===== src/rtl/bin_to_bcd_if.sv =====
// Bundles the conversion request and registered result of bin_to_bcd.
// The master drives binary_in/valid_i; the slave returns bcd_o/ovf_o/valid_o.
// There is no handshake: a new value is accepted on every clock.
interface bin_to_bcd_if;
  logic [15:0] binary_in;
  logic        valid_i;
  logic [15:0] bcd_o;
  logic        ovf_o;
  logic        valid_o;

  modport master (
    output binary_in,
    output valid_i,
    input  bcd_o,
    input  ovf_o,
    input  valid_o
  );

  modport slave (
    input  binary_in,
    input  valid_i,
    output bcd_o,
    output ovf_o,
    output valid_o
  );
endinterface


===== src/rtl/bin_to_bcd.sv =====
// Registered 16-bit binary to 4-digit packed BCD (double dabble), with overflow and valid sideband.
// Latency: 1 clock from binary_in/valid_i to bcd_o/ovf_o/valid_o.
// Backpressure: none; a conversion is accepted and produced on every clock.
module bin_to_bcd (
  input  logic         clk_i,
  input  logic         rst_i,
  bin_to_bcd_if.slave  bus
);

  // Registered result; ovf marks values above 9999.
  typedef struct packed {
    logic        ovf;
    logic [15:0] bcd;
  } result_t;

  // Shift register: five BCD digits above the 16 binary bits still to be shifted in.
  logic [35:0] dabble_sr;
  logic [19:0] dabble_bcd;
  result_t     next_res;
  result_t     res_q;
  logic        valid_q;

  // Combinational double dabble: add 3 to every digit >= 5, then shift, 16 times.
  always_comb begin
    dabble_sr = {20'd0, bus.binary_in};
    for (int i = 0; i < 16; i++) begin
      for (int d = 0; d < 5; d++) begin
        if (dabble_sr[16 + 4*d +: 4] >= 4'd5) begin
          dabble_sr[16 + 4*d +: 4] = dabble_sr[16 + 4*d +: 4] + 4'd3;
        end
      end
      dabble_sr = dabble_sr << 1;
    end
    dabble_bcd = dabble_sr[35:16];
  end

  // Keep the low four digits (value mod 10000); a non-zero fifth digit means overflow.
  always_comb begin
    next_res.bcd = dabble_bcd[15:0];
    next_res.ovf = (dabble_bcd[19:16] != 4'd0);
  end

  // Output registers; reset wins over the input sampled on the same edge.
  always_ff @(posedge clk_i) begin
    if (rst_i) begin
      res_q   <= '0;
      valid_q <= 1'b0;
    end else begin
      res_q   <= next_res;
      valid_q <= bus.valid_i;
    end
  end

  assign bus.bcd_o   = res_q.bcd;
  assign bus.ovf_o   = res_q.ovf;
  assign bus.valid_o = valid_q;

endmodule


===== src/flat_wrapper.sv =====
// flat-port wrapper written by rule: the top's interface ports become plain ports
module bin_to_bcd_flat 
  (clk_i, rst_i, bus_binary_in, bus_valid_i, bus_bcd_o, bus_ovf_o, bus_valid_o);
  bin_to_bcd_if bus_i ();
  input  logic clk_i;
  input  logic rst_i;
  input wire logic [$bits(bus_i.binary_in)-1:0] bus_binary_in;
  input wire logic [$bits(bus_i.valid_i)-1:0] bus_valid_i;
  output wire logic [$bits(bus_i.bcd_o)-1:0] bus_bcd_o;
  output wire logic [$bits(bus_i.ovf_o)-1:0] bus_ovf_o;
  output wire logic [$bits(bus_i.valid_o)-1:0] bus_valid_o;
  assign bus_i.binary_in = bus_binary_in;
  assign bus_i.valid_i = bus_valid_i;
  assign bus_bcd_o = bus_i.bcd_o;
  assign bus_ovf_o = bus_i.ovf_o;
  assign bus_valid_o = bus_i.valid_o;
  bin_to_bcd u_core (.clk_i(clk_i), .rst_i(rst_i), .bus(bus_i));
endmodule

===== config.mk =====
export PLATFORM = sky130hd
export DESIGN_NAME = bin_to_bcd_flat
export DESIGN_NICKNAME = d
export VERILOG_FILES = /design/src/rtl/bin_to_bcd_if.sv /design/src/rtl/bin_to_bcd.sv /design/src/flat_wrapper.sv
export SDC_FILE = /design/constraint.sdc
export NUM_CORES = 1
export LEC_CHECK = 0
export ABC_CLOCK_PERIOD_IN_PS = 15860
export CAP_MARGIN = 20
export CORE_MARGIN = 1
export CORE_UTILIZATION = 29
export DETAILED_ROUTE_END_ITERATION = 8
export DONT_BUFFER_PORTS = 1
export PLACE_DENSITY_LB_ADDON = 0.08
export SLEW_MARGIN = 20
export SYNTH_ARGS = -nofsm -noshare
export SYNTH_HDL_FRONTEND = slang
export SYNTH_SLANG_ARGS = --single-unit

===== constraint.sdc =====
create_clock -name clk_i -period 15.86 [get_ports clk_i]
set_clock_uncertainty 0.1 [all_clocks]
set_input_delay 4.758 -clock clk_i [delete_from_list [all_inputs] [get_ports clk_i]]
set_output_delay 4.758 -clock clk_i [all_outputs]
set_load 0.02 [all_outputs]

# ---- Yosys cells after proc, flatten, opt, wreduce, memory -nomap -nowiden
# Index checks and enable logic that the tools add are counted.
dict set report totals {
  n_memories 0
  latchBits 0
  output_inout_bits 18
  romBits 0
  ram_bits 0
  ff_bits 18
}
dict set report op_classes {
  n_lt_le_gt_ge 65
  n_div 0
  reduce_logical 1
  eq_ne 0
  mux 65
  n_addsub 65
  n_bitwise 0
  n_shift 0
  mul 0
}
# operator n
set op_table {}
lappend op_table {{4-bit by 3-bit greater-or-equal comparator with 1-bit output, second input constant} 60}
lappend op_table {{4-bit two-way mux} 52}
lappend op_table {{4-bit by 2-bit adder with 4-bit output, second input constant} 50}
lappend op_table {{3-bit two-way mux} 13}
lappend op_table {{3-bit by 2-bit adder with 3-bit output, second input constant} 10}
lappend op_table {{1-bit by 2-bit adder with 3-bit output, second input constant} 3}
lappend op_table {{1-bit by 3-bit greater-or-equal comparator with 1-bit output, second input constant} 3}
lappend op_table {{1-bit by 2-bit adder with 3-bit output, both inputs constant} 2}
lappend op_table {{1-bit by 3-bit greater-or-equal comparator with 1-bit output, both inputs constant} 2}
lappend op_table {{4-bit nonzero test} 1}

# ---- Depth between registers and ports, before layout
dict set report logic_depth {
  ltp_word 31
  depth_mapped 69
  ltp_nobuf 67
}

# ---- Least setup slack after synthesis
# No wires, ideal clock.
dict set report synth_path {
  path_kind {input port to flip-flop}
  from {input port bus_binary_in[13]}
  to {register u_core.res_q, in the netlist u_core.bus.bcd_o[6]}
  setup_ns 0.128
  n_path_buf 3
  required_ns 15.632
  slack_ns -0.342
  arrival_ns 15.974
  path_stages 64
  path_cell_list {buf_2 -> inv_1 -> ha_1 -> inv_1 -> ha_1 -> a21oi_2 -> xnor2_1 -> inv_1 -> ha_1 -> nor2b_1 -> a211oi_2 -> o21ai_0 -> and2_1 -> inv_1 -> ha_1 -> nor2b_1 -> nor2_1 -> a21oi_1 -> (+28 left out) -> ha_1 -> nor2_1 -> o221ai_2 -> inv_1 -> ha_1 -> o211a_1 -> a211o_1 -> inv_1 -> ha_1 -> nor2b_1 -> o311ai_2 -> xor2_1 -> inv_1 -> ha_1 -> nor2b_1 -> o21ai_1 -> mux2i_1 -> nor2_1}
}
dict set report synth_between {
  elab_chain_cells 26
}
# element line_no
set synth_rtl {}
lappend synth_rtl {{start, declared} flat_wrapper.sv:7} ;# input wire logic [$bits(bus_i.binary_in)-1:0] bus_binary_in;
lappend synth_rtl {{4-bit by 2-bit adder with 4-bit output / 4-bit by 3-bit greater-or-equal comparator with 1-bit output (equally long branches)} {bin_to_bcd.sv:29, bin_to_bcd.sv:28}}
lappend synth_rtl {{4-bit two-way mux (*)} bin_to_bcd.sv:28} ;# if (dabble_sr[16 + 4*d +: 4] >= 4'd5) begin
lappend synth_rtl {{4-bit by 2-bit adder with 4-bit output / 4-bit by 3-bit greater-or-equal comparator with 1-bit output (equally long branches)} {bin_to_bcd.sv:29, bin_to_bcd.sv:28}}
lappend synth_rtl {{4-bit two-way mux} bin_to_bcd.sv:28}
lappend synth_rtl {{4-bit by 2-bit adder with 4-bit output / 4-bit by 3-bit greater-or-equal comparator with 1-bit output (equally long branches)} {bin_to_bcd.sv:29, bin_to_bcd.sv:28}}
lappend synth_rtl {{4-bit two-way mux} bin_to_bcd.sv:28}
lappend synth_rtl {{4-bit by 3-bit greater-or-equal comparator with 1-bit output / 4-bit by 2-bit adder with 4-bit output (equally long branches)} {bin_to_bcd.sv:28, bin_to_bcd.sv:29}}
lappend synth_rtl {{4-bit two-way mux} bin_to_bcd.sv:28}
lappend synth_rtl {{(+10 left out)} n/a}
lappend synth_rtl {{4-bit by 3-bit greater-or-equal comparator with 1-bit output / 4-bit by 2-bit adder with 4-bit output (equally long branches)} {bin_to_bcd.sv:28, bin_to_bcd.sv:29}}
lappend synth_rtl {{4-bit two-way mux} bin_to_bcd.sv:28}
lappend synth_rtl {{4-bit by 2-bit adder with 4-bit output / 4-bit by 3-bit greater-or-equal comparator with 1-bit output (equally long branches)} {bin_to_bcd.sv:29, bin_to_bcd.sv:28}}
lappend synth_rtl {{4-bit two-way mux} bin_to_bcd.sv:28}
lappend synth_rtl {{4-bit by 2-bit adder with 4-bit output / 4-bit by 3-bit greater-or-equal comparator with 1-bit output (equally long branches)} {bin_to_bcd.sv:29, bin_to_bcd.sv:28}}
lappend synth_rtl {{4-bit two-way mux} bin_to_bcd.sv:28}
lappend synth_rtl {{4-bit by 2-bit adder with 4-bit output / 4-bit by 3-bit greater-or-equal comparator with 1-bit output (equally long branches)} {bin_to_bcd.sv:29, bin_to_bcd.sv:28}}
lappend synth_rtl {{4-bit two-way mux (*)} bin_to_bcd.sv:28}
lappend synth_rtl {{end signal, assigned} bin_to_bcd.sv:49} ;# res_q <= next_res;
lappend synth_rtl {{end, declared} bin_to_bcd.sv:20} ;# result_t res_q;
# Mark *: on every way between the ends. The rest lies on a longest branch, timed or not.
# A chain may end at the register's enable or synchronous reset.

# ---- Final worst setup path
dict set report layout_path {
  from {input port bus_binary_in[14]}
  to {register u_core.res_q, in the netlist u_core.bus.bcd_o[6]}
}
dict set report layout_between {
  elab_chain_cells 28
}
# element line_no
set layout_rtl {}
lappend layout_rtl {{4-bit by 2-bit adder with 4-bit output / 4-bit by 3-bit greater-or-equal comparator with 1-bit output (equally long branches)} {bin_to_bcd.sv:29, bin_to_bcd.sv:28}}
lappend layout_rtl {{4-bit two-way mux (*)} bin_to_bcd.sv:28}
lappend layout_rtl {{4-bit by 2-bit adder with 4-bit output / 4-bit by 3-bit greater-or-equal comparator with 1-bit output (equally long branches)} {bin_to_bcd.sv:29, bin_to_bcd.sv:28}}
lappend layout_rtl {{4-bit two-way mux} bin_to_bcd.sv:28}
lappend layout_rtl {{4-bit by 2-bit adder with 4-bit output / 4-bit by 3-bit greater-or-equal comparator with 1-bit output (equally long branches)} {bin_to_bcd.sv:29, bin_to_bcd.sv:28}}
lappend layout_rtl {{4-bit two-way mux} bin_to_bcd.sv:28}
lappend layout_rtl {{4-bit by 3-bit greater-or-equal comparator with 1-bit output / 4-bit by 2-bit adder with 4-bit output (equally long branches)} {bin_to_bcd.sv:28, bin_to_bcd.sv:29}}
lappend layout_rtl {{4-bit two-way mux} bin_to_bcd.sv:28}
lappend layout_rtl {{(+12 left out)} n/a}
lappend layout_rtl {{4-bit by 2-bit adder with 4-bit output / 4-bit by 3-bit greater-or-equal comparator with 1-bit output (equally long branches)} {bin_to_bcd.sv:29, bin_to_bcd.sv:28}}
lappend layout_rtl {{4-bit two-way mux} bin_to_bcd.sv:28}
lappend layout_rtl {{4-bit by 2-bit adder with 4-bit output / 4-bit by 3-bit greater-or-equal comparator with 1-bit output (equally long branches)} {bin_to_bcd.sv:29, bin_to_bcd.sv:28}}
lappend layout_rtl {{4-bit two-way mux} bin_to_bcd.sv:28}
lappend layout_rtl {{4-bit by 2-bit adder with 4-bit output / 4-bit by 3-bit greater-or-equal comparator with 1-bit output (equally long branches)} {bin_to_bcd.sv:29, bin_to_bcd.sv:28}}
lappend layout_rtl {{4-bit two-way mux} bin_to_bcd.sv:28}
lappend layout_rtl {{4-bit by 2-bit adder with 4-bit output / 4-bit by 3-bit greater-or-equal comparator with 1-bit output (equally long branches)} {bin_to_bcd.sv:29, bin_to_bcd.sv:28}}
lappend layout_rtl {{4-bit two-way mux (*)} bin_to_bcd.sv:28}
# Marks and branches as above.

==> results.env <==
YS_FF_LATCH=18
YS.WARNINGS.COUNT=0
TIMING.SLEW.HEADROOM=0.337
TIMING.CRITICAL_PATH.MAX_DELAY_FAMILY='compound AO/OA/AOI/OAI gates'
FIN_WORST_HOLD_SLACK_NS=4.48
ACHIEVABLE-FREQUENCY_MHz=65.7
GP_CONGESTION=0.801
FINAL-HOLD-VIOLATION-COUNT=0
FP.DIEW_UM=138
TRITONCTS='yes'
FILLERS=1921
ANT_NETS=0
CTS.PATH.MAX_BUFFERS=2
FINAL_CLOCK_PERIOD_UTILIZATION_BY_THE_WORST_PATH=0.960
WORSTHOLDSTART='rst_i'
ANTENNA_CELLS_INSERTED=0
SIGNED_AREA_CHANGE_FROM_THE_SYNTHESIZED_NETLIST_TO_THE_FINAL_LAYOUT_PCT=19.6
TIMING.CRITICAL_PATH.DEPTH=64
HOLD_PATH.CLASS='in2reg'
CTS-HTREE-LEVELS=1
MULTI_INPUT_COMB_AREA_MM2=0.00488
LAYOUT_COMMON_CELLS='sky130_fd_sc_hd__buf_4, sky130_fd_sc_hd__nor2_1, sky130_fd_sc_hd__a21oi_1, sky130_fd_sc_hd__nand2_1, sky130_fd_sc_hd__inv_1'
GRT_MAX_DEGREE=21
DRT-VIAS-PER-INSTANCE=5.50
POSTSYNTHCELLCOUNT=754
GRT_FIRST_PASS_WIRELENGTH_MM=23.9
CLK_TRANSITION_REPORTED_PATHS_NS=0.05
GRT_PASS1_VIAS=5256
FP-ROW-COUNT=49
TIGHTEST_SLEW_NS=0.967
MAX_FO_CRITICAL_PATH=7
PATH_CLASS='in2reg'
YS_SEQ_AREA_FRAC=0.0670
ENDPOINT_OF_THE_WORST_HOLD_PATH='u_core.bus.bcd_o[0]$_SDFF_PP0_'
CTS_ROOT_BUFFER='sky130_fd_sc_hd__clkbuf_16'
INITIALDRTVIOLATIONCOUNT=277
ANTENNA_FOUND_INITIAL=0
DRT-WIRELENGTH-PER-CELL_UM=13.8
GR-USAGE-ALL-LAYERS=0.142
GRT_OVERFLOW_TOTAL=0
CLOCK_SINK_COUNT=18
MIN_DELAY_PATH_DEPTH=1
NETLIST-CELL-TYPE-COUNT=108
CRITICAL_PATH.STARTPOINT_TYPE='input port'
TIMING.CRITICAL_PATH.REQUIRED_NS=15.90
BUFFER_PORTS.INSERTED=0
LAYOUT_MIN_CYCLE_TIME_NS=15.23
POST_SYNTH.CELL_AREA_AVG_UM2=7.13
MAX_STAGE_DELAY_NS=0.34
STARTING_DENSITY_OF_THE_CORE=0.297
ARRIVAL_NS=15.27
CTS_HOLD_REPAIR.BUFFERS=0
LAYOUT-DRIVE-GT1-SHARE=0.234
IO-PIN-COUNT=37
SYNTH_NETS=816
ASYNC_FLOP_SHARE=0
DESIGN.CORE.AREA_MM2=0.0181
DOMINANTREGCELLSYNTH='sky130_fd_sc_hd__dfxtp_1'
DRV.MAX_CAP_VIOLATION_COUNT=0
VIA_COUNT=5722
WORST_PATH_MAX_DELAY_CELL='sky130_fd_sc_hd__o311ai_2'
ENDPOINT_KIND='flop'
SEQUENTIAL_CELL_AREA_UM2=360
NUMCTSBUFFERS=3
SYNTH-EDFF-COUNT=0
SETUP_VIOL=0
FIN_NETS=875
FLOORPLAN.DIE_AREA_MM2=0.0191
MAPPEDNETLISTAREA_MM2=0.00538
CRITICAL_PATH_BUF_INV_COUNT=12
LAYOUT.CELLS.MOST_COMMON='sky130_fd_sc_hd__buf_4'
FINALMAXSLEWVIOLATIONS=0
RUN_STATUS='completed'
ROUTE.FINAL.WIRE_LENGTH_MM=14.4
DIE_Y_UM=138
DRCVIOLATIONCOUNT=0
DRT_PASS1_ITERATIONS=5
TOTAL_NEGATIVE_SETUP_SLACKS_NS=0
HPWL_MM=11.4
-- timing repair --
| action | CTS | global route |
|---|---|---|
| resized for setup | 0 | 37 |
| endpoints found under the setup margin | 0 | 12 |
| endpoints found under the hold margin | 0 | 0 |
| setup buffers | 0 | 12 |
-- sequential cells by signal, indices dropped and copies added, names as in the netlist --
| register | count |
|---|---|
| u_core.bus.bcd_o | 16 |
| u_core.bus.ovf_o | 1 |
| u_core.bus.valid_o | 1 |
-- worst max path at each step --
stage	start	to
6_report	bus_binary_in[14]	u_core.bus.bcd_o[6]$_SDFF_PP0_
5_1_grt	bus_binary_in[14]	u_core.bus.bcd_o[6]$_SDFF_PP0_
4_1_cts	bus_binary_in[14]	u_core.bus.bcd_o[6]$_SDFF_PP0_
3_5_place_dp	bus_binary_in[14]	u_core.bus.bcd_o[6]$_SDFF_PP0_
3_3_place_gp	bus_binary_in[14]	u_core.bus.ovf_o$_SDFF_PP0_
2_1_floorplan	bus_binary_in[13]	u_core.bus.bcd_o[6]$_SDFF_PP0_
-- Yosys cell counts (6+ instances only) --
| master | count | area share |
|---|---|---|
| sky130_fd_sc_hd__or2_2 | 7 | 0.0081 |
| sky130_fd_sc_hd__mux2i_1 | 19 | 0.035 |
| sky130_fd_sc_hd__a211o_1 | 10 | 0.016 |
| sky130_fd_sc_hd__nand2_1 | 48 | 0.034 |
| sky130_fd_sc_hd__o21ai_1 | 19 | 0.018 |
| sky130_fd_sc_hd__clkbuf_1 | 18 | 0.013 |
| sky130_fd_sc_hd__nand2b_1 | 12 | 0.014 |
| sky130_fd_sc_hd__o21ai_0 | 38 | 0.035 |
| sky130_fd_sc_hd__inv_1 | 46 | 0.032 |
| sky130_fd_sc_hd__a31oi_1 | 12 | 0.014 |
| sky130_fd_sc_hd__inv_2 | 7 | 0.0049 |
| sky130_fd_sc_hd__ha_1 | 43 | 0.10 |
| sky130_fd_sc_hd__nor2b_1 | 11 | 0.013 |
| sky130_fd_sc_hd__and3_1 | 7 | 0.0081 |
| sky130_fd_sc_hd__a21oi_1 | 55 | 0.051 |
| sky130_fd_sc_hd__or3_1 | 7 | 0.0081 |
| sky130_fd_sc_hd__mux2_2 | 11 | 0.023 |
| sky130_fd_sc_hd__nand3_1 | 37 | 0.034 |
| sky130_fd_sc_hd__nor3_1 | 25 | 0.023 |
| sky130_fd_sc_hd__buf_2 | 6 | 0.0056 |
| sky130_fd_sc_hd__xnor2_1 | 18 | 0.029 |
| sky130_fd_sc_hd__dfxtp_1 | 18 | 0.067 |
| sky130_fd_sc_hd__and2_1 | 14 | 0.016 |
| sky130_fd_sc_hd__nand4_1 | 10 | 0.012 |
| sky130_fd_sc_hd__a211oi_1 | 14 | 0.020 |
| sky130_fd_sc_hd__nor2_1 | 73 | 0.051 |
| sky130_fd_sc_hd__o21a_1 | 7 | 0.0098 |
| sky130_fd_sc_hd__o211ai_1 | 10 | 0.014 |
| sky130_fd_sc_hd__a21o_1 | 6 | 0.0084 |
| sky130_fd_sc_hd__nor4_1 | 6 | 0.0070 |
-- metrics by stage --
step | std cells | setup WS, ns | area (µm²) | util
after floorplan | 754 | 0.0351 | 5390 | -
after global placement | 1025 | 0.150 | 6080 | 0.336
after detailed placement | 1025 | -0.156 | 6080 | 0.336
final | 1041 | 0.629 | 6430 | 0.355
after global routing | 1041 | -0.0951 | 6430 | 0.355
after CTS | 1029 | 0.0432 | 6160 | 0.341
-- cell type report --
type	instances	area share
Clock buffer	4	0.0138
Inverter	54	0.0315
Multi-Input combinational cell	655	0.759
Sequential cell	18	0.0561
Tap cell	229	0.0446
Timing Repair Buffer	81	0.0946
-- layer usage --
layer	up-vias	share of wire	wire length [µm]	global-route usage
li1	2973	-	-	-
met3	7	0.021	306	0.0114
met4	0	0.0032	46	0.00946
met1	2661	0.50	7140	0.189
met2	81	0.48	6870	0.258
met5	-	0	0	0
-- kinds of logic (layout without fill, tap and decap cells) --
group / count (synthesis) / count (layout) / synth area share
adders and majority gates: 43 / 43 / 0.100
and+or+nand+nor: 278 / 278 / 0.260
buffers and inverters: 81 / 139 / 0.0594
DFF: 18 / 18 / 0.0670
AOI/OAI and AO/OA: 269 / 269 / 0.374
muxes: 37 / 37 / 0.0801
xor gates and xnor gates: 28 / 28 / 0.0594
Power is not shown: default switching activity piles up to over one toggle a cycle in this logic, so the estimate is an artifact.
